File: src/rtl/program_loader_pkg.sv
// ============================================================================
// Module : program_loader_pkg
// Brief  : Shared loader state encoding, frame marker and default geometry.
// Rev    : 1.0
// ============================================================================
`default_nettype none

package program_loader_pkg;

    localparam int         C_INSTR_BYTES = 2;
    localparam int         C_ADDR_WIDTH  = 5;
    localparam logic [7:0] C_SYNC_BYTE   = 8'hA5;

    typedef enum logic [2:0] {
        S_IDLE = 3'd0,
        S_LEN  = 3'd1,
        S_DATA = 3'd2,
        S_CHK  = 3'd3,
        S_DONE = 3'd4,
        S_ERR  = 3'd5
    } loader_state_t;

endpackage

`default_nettype wire

File: src/rtl/loader_word_assembler.sv
// ============================================================================
// Module : loader_word_assembler
// Brief  : MSB-first byte shift register with a word-complete strobe.
// Rev    : 1.0
// ============================================================================
`default_nettype none

module loader_word_assembler
    import program_loader_pkg::*;
#(
    parameter int INSTR_BYTES = C_INSTR_BYTES
) (
    input  logic                     CLK,
    input  logic                     RST,
    input  logic                     clr,
    input  logic                     byte_en,
    input  logic [7:0]               byte_in,
    output logic [8*INSTR_BYTES-1:0] word_next,
    output logic                     word_done
);

    localparam int INSTR_W = 8 * INSTR_BYTES;
    localparam int CNT_W   = (INSTR_BYTES > 1) ? $clog2(INSTR_BYTES) : 1;

    logic [INSTR_W-1:0] r_shift;
    logic [CNT_W-1:0]   r_count;

    // The completed word is presented combinationally so the caller can
    // register it on the same edge that takes the last byte.
    assign word_next = (r_shift << 8) | INSTR_W'(byte_in);
    assign word_done = byte_en && (r_count == CNT_W'(INSTR_BYTES - 1));

    always_ff @(posedge CLK or posedge RST) begin
        if (RST) begin
            r_shift <= '0;
            r_count <= '0;
        end else if (clr) begin
            r_shift <= '0;
            r_count <= '0;
        end else if (byte_en) begin
            r_shift <= word_next;
            r_count <= word_done ? '0 : r_count + CNT_W'(1);
        end
    end

endmodule

`default_nettype wire

File: src/rtl/program_loader.sv
// ============================================================================
// Module : program_loader
// Brief  : Framed byte stream to instruction RAM writer with XOR checksum.
// Rev    : 1.0
// ============================================================================
`default_nettype none

module program_loader
    import program_loader_pkg::*;
#(
    parameter int         INSTR_BYTES = C_INSTR_BYTES,
    parameter int         ADDR_WIDTH  = C_ADDR_WIDTH,
    parameter logic [7:0] SYNC_BYTE   = C_SYNC_BYTE
) (
    input  logic                     CLK,
    input  logic                     RST,
    input  logic [7:0]               rx_data,
    input  logic                     rx_valid,
    output logic                     rx_ready,
    output logic                     mem_we,
    output logic [ADDR_WIDTH-1:0]    mem_addr,
    output logic [8*INSTR_BYTES-1:0] mem_wdata,
    output logic                     load_done,
    output logic                     load_err
);

    localparam int INSTR_W = 8 * INSTR_BYTES;

    loader_state_t          r_state;
    loader_state_t          w_next;
    logic [ADDR_WIDTH-1:0]  r_index;
    logic [ADDR_WIDTH-1:0]  r_n_last;
    logic [7:0]             r_csum;
    logic                   w_take;
    logic                   w_asm_en;
    logic                   w_len_bad;
    logic                   w_last_word;
    logic                   w_ready_next;
    logic                   w_word_done;
    logic [INSTR_W-1:0]     w_word_next;

    assign w_take      = rx_valid && rx_ready;
    assign w_asm_en    = w_take && (r_state == S_DATA);
    assign w_len_bad   = (rx_data >> ADDR_WIDTH) != 8'd0;
    assign w_last_word = (r_index == r_n_last);

    loader_word_assembler #(
        .INSTR_BYTES (INSTR_BYTES)
    ) u_asm (
        .CLK       (CLK),
        .RST       (RST),
        .clr       (r_state == S_LEN),
        .byte_en   (w_asm_en),
        .byte_in   (rx_data),
        .word_next (w_word_next),
        .word_done (w_word_done)
    );

    always_comb begin
        w_next = r_state;
        case (r_state)
            S_IDLE:  if (w_take && rx_data == SYNC_BYTE) w_next = S_LEN;
            S_LEN:   if (w_take) w_next = w_len_bad ? S_ERR : S_DATA;
            S_DATA:  if (w_word_done && w_last_word) w_next = S_CHK;
            S_CHK:   if (w_take) w_next = (rx_data == r_csum) ? S_DONE : S_ERR;
            default: w_next = r_state;
        endcase
        w_ready_next = (w_next != S_DONE) && (w_next != S_ERR);
    end

    always_ff @(posedge CLK or posedge RST) begin
        if (RST) r_state <= S_IDLE;
        else     r_state <= w_next;
    end

    // Status flags follow the state one edge later, so a verdict on CHK
    // becomes visible on the edge after it is taken.
    always_ff @(posedge CLK or posedge RST) begin
        if (RST) begin
            rx_ready  <= 1'b0;
            mem_we    <= 1'b0;
            mem_addr  <= '0;
            mem_wdata <= '0;
            load_done <= 1'b0;
            load_err  <= 1'b0;
            r_index   <= '0;
            r_n_last  <= '0;
            r_csum    <= '0;
        end else begin
            mem_we    <= 1'b0;
            rx_ready  <= w_ready_next;
            load_done <= (r_state == S_DONE);
            load_err  <= (r_state == S_ERR);
            if (w_take && r_state == S_LEN) begin
                r_n_last <= rx_data[ADDR_WIDTH-1:0];
                r_csum   <= rx_data;
                r_index  <= '0;
            end
            if (w_asm_en) begin
                r_csum <= r_csum ^ rx_data;
            end
            if (w_word_done) begin
                mem_we    <= 1'b1;
                mem_addr  <= r_index;
                mem_wdata <= w_word_next;
                r_index   <= r_index + ADDR_WIDTH'(1);
            end
        end
    end

endmodule

`default_nettype wire
File: config.mk
export PLATFORM = sky130hd
export DESIGN_NAME = program_loader
export DESIGN_NICKNAME = d
export VERILOG_FILES = /design/src/rtl/program_loader_pkg.sv /design/src/rtl/loader_word_assembler.sv /design/src/rtl/program_loader.sv
export SDC_FILE = /design/constraint.sdc
export NUM_CORES = 1
export LEC_CHECK = 0
export CAP_MARGIN = 10
export CELL_PAD_IN_SITES_DETAIL_PLACEMENT = 0
export CELL_PAD_IN_SITES_GLOBAL_PLACEMENT = 1
export CORE_MARGIN = 4
export CORE_UTILIZATION = 42
export CTS_CLUSTER_DIAMETER = 100
export DETAILED_ROUTE_END_ITERATION = 7
export PLACE_DENSITY = 0.89
export SLEW_MARGIN = 0
export SYNTH_ARGS = -nofsm -noshare
export SYNTH_HDL_FRONTEND = slang
export SYNTH_SLANG_ARGS = --single-unit
File: constraint.sdc
create_clock -name CLK -period 2.4 [get_ports CLK]
set_clock_uncertainty 0.15 [all_clocks]
set_input_delay 0.48 -clock CLK [delete_from_list [all_inputs] [get_ports CLK]]
set_output_delay 0.48 -clock CLK [all_outputs]
set_load 0.01 [all_outputs]
# Word-level counts from Yosys, hierarchy flattened

Index checks and enable logic that the tools add are counted.

Flip-flop bits (word level): 55
Latch bits: 0
RAM bits: 0
ROM bits: 0
Bits of input ports: 11
Output and inout port bits: 25
Word-level logic and storage cells: 55
Memories: 0

$add $sub $neg: 2
$mul: 0
Div/mod/pow operators: 0
Order comparisons: 0
Eq/ne operators: 10
Shift operators: 0
Muxes and demuxes: 17
Bitwise gates (word level): 2
Reduce and logical (&&, ||, !) cells: 12

Operator list:

| cell                | number |
|---|---|
| $mux 8              | 4 |
| $or 16x8->16        | 1 |
| $mux 3              | 5 |
| $pmux 3 s4          | 1 |
| $mux 5              | 2 |
| $eq 8x8->1          | 1 |
| $eq 8x8->1 const B  | 1 |
| $reduce_bool 8->1   | 1 |
| $xor 8x8->8         | 1 |
| $logic_and 1x1->1   | 7 |
| $eq 3x2->1 const B  | 2 |
| $eq 3x3->1 const B  | 2 |
| $ne 3x3->1 const B  | 2 |
| $reduce_bool 2->1   | 3 |
| $add 5x1->5 const B | 1 |
| $eq 5x5->1          | 1 |
| $mux 1              | 5 |
| $eq 3x1->1 const B  | 1 |
| $logic_not 3->1     | 1 |
| $add 1x1->1 const B | 1 |

# Logic depth before layout (Yosys ltp)

Depth after elaboration: 8
Gate-level depth with buffers: 8
Depth with buffers taken out: 6

# By module

From an unflattened synthesis, not the netlist that was laid out.

Cells, all modules: 208
Area, all modules: 2482.4 sq um

By module, submodules not included:

| module                | instances | cells an instance | area each (sq um) | seq. area each (sq um) |
|---|---|---|---|---|
| program_loader        | 1         | 169               | 2048.2            | 1151.1 |
| loader_word_assembler | 1         | 39                | 434.2             | 225.2 |

# Worst setup path after synthesis

Ideal clock, no wire load.

Kind: input -> register
Start point: in rx_data[5]
End point: reg r_state[0]
Setup time: 0.119 ns
Arrival time: 1.397 ns
Data required time: 2.131 ns
Path slack: 0.734 ns
Stages: 6
Path buffers: 1
Cells stage by stage: buf_2 nor4_1 a2bb2oi_1 a41oi_1 a21oi_1 o21a_1

Word-level cells in the longest chain between the ends: 4
Elaborated cells on any way between the ends: 10
Classes of those cells: 2 x eq/ne; 6 x mux; 2 x reduce/logical

RTL lines:

| what                               | RTL line                                                         | source |
|---|---|---|
| start: declaration                 | program_loader.sv:17                                             | `input logic [7:0] rx_data,` |
| $eq 8x8->1 (tied with other cells) | program_loader.sv:65                                             | `S_CHK: if (w_take) w_next = (rx_data == r_csum) ? S_DONE : S_ERR;` |
| $mux 1 (tied with other cells)     | program_loader.sv:65                                             |  |
| $mux 3 (on tied branches)          | program_loader.sv:65, program_loader.sv:62, program_loader.sv:63 |  |
| $pmux 3 s4 *                       | program_loader.sv:61                                             | `case (r_state)` |
| net w_next[0]                      | program_loader.sv:30                                             | `loader_state_t w_next;` |
| end signal: assignment             | program_loader.sv:73                                             | `else r_state <= w_next;` |
| end: declaration                   | program_loader.sv:29                                             | `loader_state_t r_state;` |

Mark *: on every way through the listed nets, which the timed path passes. The rest lies on a longest branch.
A chain may end at the register's enable or synchronous reset.

# Worst setup path in the final report

Start point: in rx_valid
End point: reg mem_wdata[12]

Word-level cells in the longest chain between the ends: 3

RTL lines:

| what                   | RTL line                    | source |
|---|---|---|
| start: declaration     | program_loader.sv:18        | `input logic rx_valid,` |
| $logic_and 1x1->1      | program_loader.sv:42        | `assign w_take = rx_valid && rx_ready;` |
| $logic_and 1x1->1      | program_loader.sv:43        | `assign w_asm_en = w_take && (r_state == S_DATA);` |
| $logic_and 1x1->1      | loader_word_assembler.sv:31 | `assign word_done = byte_en && (r_count == CNT_W'(INSTR_BYTES - 1));` |
| end signal: assignment | program_loader.sv:105       | `mem_wdata <= w_word_next;` |
| end: declaration       | program_loader.sv:22        | `output logic [8*INSTR_BYTES-1:0] mem_wdata,` |

Every way passes these cells.

==> flow_summary_export.csv <==
group,metric,value,unit
cells_and_area,fin_area,0.00306,mm²
sta,worst_slack,0.429,ns
logic_synthesis,seq_area_frac_synth,54.6,%
cts,clockBufferDepth,2,
global_routing,grt_start_max_net_pins,34,
min_path,hold_path_class,"flop to flop",
cts,htreeDepth,2,
logic_synthesis,synth_top_area_cell,"dfrtp_1",
sta,maxSlewViolCount,0,
cts,cts_buffers,5,
critical_path,cp_data_required_time,2.46,ns
global_routing,grt_pass1_vias,1843,
run_status,outcome,"complete, no violations",
sta,timing.final.hold_violations,0,
routing,drc_errors,0,
pwr,p_int,1.16,mW
cells_and_area,fin_util,53.8,%
logic_synthesis,synth_edf_count,0,
logic_synthesis,synth_area_leaders,"dfrtp_1, nand2_1, xnor2_1",
routing,avgRoutedWirePerCell,14.4,µm
sta,max_freq,507,MHz
cells_and_area,nets,302,
pwr,powerDensity,495,mW/mm²
pwr,combinationalPowerShare,4.8,%
cts,clock_sinks,55,
critical_path,cp-end-kind,"flop",
cts,cts_tree,"built",
floorplan,std_cell_rows,27,
floorplan,die_h,85.5,µm
sta,rsz0062_at_grt,"no",
pwr,vdd_drop_max,0.000294,V
routing,drt_first_pass_iters,4,
logic_synthesis,synth_warnings,0,
cts,holdBufCountCts,0,
floorplan,die_x,85.5,µm
sta,holdWs,0.329,ns
routing,postRouteAntennaNets,0,
logic_synthesis,syn_area_per_cell,10.1,µm²
critical_path,worstSetupStartpointType,"input port",
logic_synthesis,syn-cell-area,0.00252,mm²
logic_synthesis,netlist-cell-type-count,43,
floorplan,start_util,44.4,%
placed_design,post-place-ws,0.0913,ns
critical_path,critPathMaxFanout,25,
placed_design,place_congestion,0.810,
cts,cts_setup_buffers,0,
run,cap_violations,0,
routing,drt_iter0_markers,87,
routing,route.vias.total,1824,
global_routing,antenna_found_initial,0,
logic_synthesis,ys_ff_latch,55,
logic_synthesis,ys.flop_type,"dfrtp_1",
sta,period_share,82.1,%
logic_synthesis,async_flop_share,100,%
cells_and_area,num_antenna_cells,0,
logic_synthesis,synth.top_cell.area_share,54.6,%
sta,setup_viol,0,
critical_path,worst_ep_arrival_time,2.03,ns
pwr,clockPowerShare,34.0,%
sta,worst_pin_slew,0.504,ns
global_routing,grt_usage,15.7,%
sta,setup_tns,0,ns
cts,insertion_delay,0.31,ns
floorplan,core_area,0.00568,mm²
sta,fin_crit,1.97,ns
logic_synthesis,syn_nets,262,
pwr,seqPwrFrac,61.2,%
floorplan,ios,36,
routing,vias_per_cell,5.02,
placed_design,placed_area,0.00297,mm²
placed_design,hpwl,3650,µm
placed_design,io_buffer_count,35,
pwr,power.switching,0.353,mW
cts,cts-root-buf,"clkbuf_8",
cells_and_area,drive_gt1_share,12.4,%
cts,post_cts_resized,0,
pwr,p_leak,1.50,nW
global_routing,grt_overflow_total,0,
logic_synthesis,syn_inst,250,
critical_path,path_class,"input port to flop",
floorplan,die_area,0.00731,mm²
pwr,p_sw_share,23.3,%
cells_and_area,synthToLayoutAreaGrowth,21.2,%
cts,clkTransAtPathRegs,0.10,ns
routing,wirelength,5230,µm
global_routing,grt_pass1_wl,9010,µm
sta,relSlewSlack,66.3,%
## final cells by class
| cell class | instances | area [µm²] |
|---|---|---|
| Clock buffer | 5 | 68.8 |
| Clock inverter | 3 | 20.0 |
| Fill cell | 533 | 2620 |
| Inverter | 2 | 12.5 |
| Multi-Input combinational cell | 179 | 1020 |
| Sequential cell | 55 | 1380 |
| Tap cell | 72 | 90.1 |
| Timing Repair Buffer | 47 | 465 |
## layout by cell type, fill, tap and decap left out, types with 4 or more instances in the layout
| cell | instances |
|---|---|
| nor2_1 | 13 |
| xnor2_1 | 11 |
| xor2_1 | 4 |
| nand2_1 | 86 |
| clkdlybuf4s50_1 | 35 |
| nand3_1 | 5 |
| mux2_2 | 6 |
| dfrtp_1 | 55 |
| a32oi_1 | 7 |
| o21ai_1 | 10 |
| clkbuf_8 | 5 |
| buf_4 | 10 |
## flip-flops by register name, summed over array words and instances, names as in the netlist, 3 cells and up
signal         count
r_state            3
r_csum             8
mem_addr           5
u_asm.r_shift      8
mem_wdata         16
r_index            5
r_n_last           5
## worst max-delay path: stages
cell and delay (ns):
clkdlybuf4s50_1 0.45, and2_1 0.28, buf_4 0.20, nand2_8 0.06, inv_6 0.19, mux2_2 0.36
## path summary, 6_finish.rpt
kind | startpoint | endpoint | slack [ns] | cells after the start
setup / recovery | rx_valid | mem_wdata[12] | 0.43 | 6
hold / removal | mem_wdata[0] | mem_wdata[0] | 0.33 | 2
setup reg to reg | r_state[2] | mem_wdata[12] | 0.61 | 4
hold reg to reg | mem_wdata[0] | mem_wdata[0] | 0.33 | 2
max in group asynchronous | RST | r_n_last[1] | 1.20 | 3
min in group asynchronous | RST | mem_wdata[8] | 0.36 | 2
## power groups by stage
stage | combinational [mW] | sequential (mW) | clock (mW)
2_1_floorplan | 0.0340 | 0.945 | 0
3_3_place_gp | 0.0741 | 0.944 | 0
3_5_place_dp | 0.0747 | 0.944 | 0
4_1_cts | 0.0749 | 0.926 | 0.531
5_1_grt | 0.0815 | 0.926 | 0.576
6_report | 0.0730 | 0.926 | 0.514
## synthesized netlist by cell type, drive strengths merged (3+ instances only)
cell type / instances
mux2: 9
buf: 14
and2: 3
nand3: 5
dfrtp: 55
xnor2: 11
xor2: 4
nand2: 87
o21ai: 13
nor2: 14
a32oi: 7
## metal layers
| metal | vias to the layer above | track usage, % | wire length [µm] |
|---|---|---|---|
| li1 | 910 | - | - |
| met3 | 8 | 3.30 | 280 |
| met4 | 0 | 6.04 | 89 |
| met1 | 858 | 22.1 | 2510 |
| met5 | - | 0 | 0 |
| met2 | 48 | 23.8 | 2350 |
## per-stage QoR
step           power, mW  cells
2_1_floorplan      0.978    250
3_3_place_gp        1.02    355
3_5_place_dp        1.02    355
4_1_cts             1.53    363
5_1_grt             1.58    363
6_report            1.51    363
## cells by family (layout without fill, tap and decap cells)
kind of cell / after synthesis / in the layout / synth area share (%)
flops: 55 / 55 / 54.6
compound gates: 30 / 30 / 7.99
xor+xnor: 15 / 15 / 5.21
buf+inv: 16 / 57 / 4.86
mux: 9 / 9 / 4.47
fa+ha+maj: 1 / 1 / 0.496
simple gates: 124 / 124 / 22.4
Power figures use the tool's default switching activity.
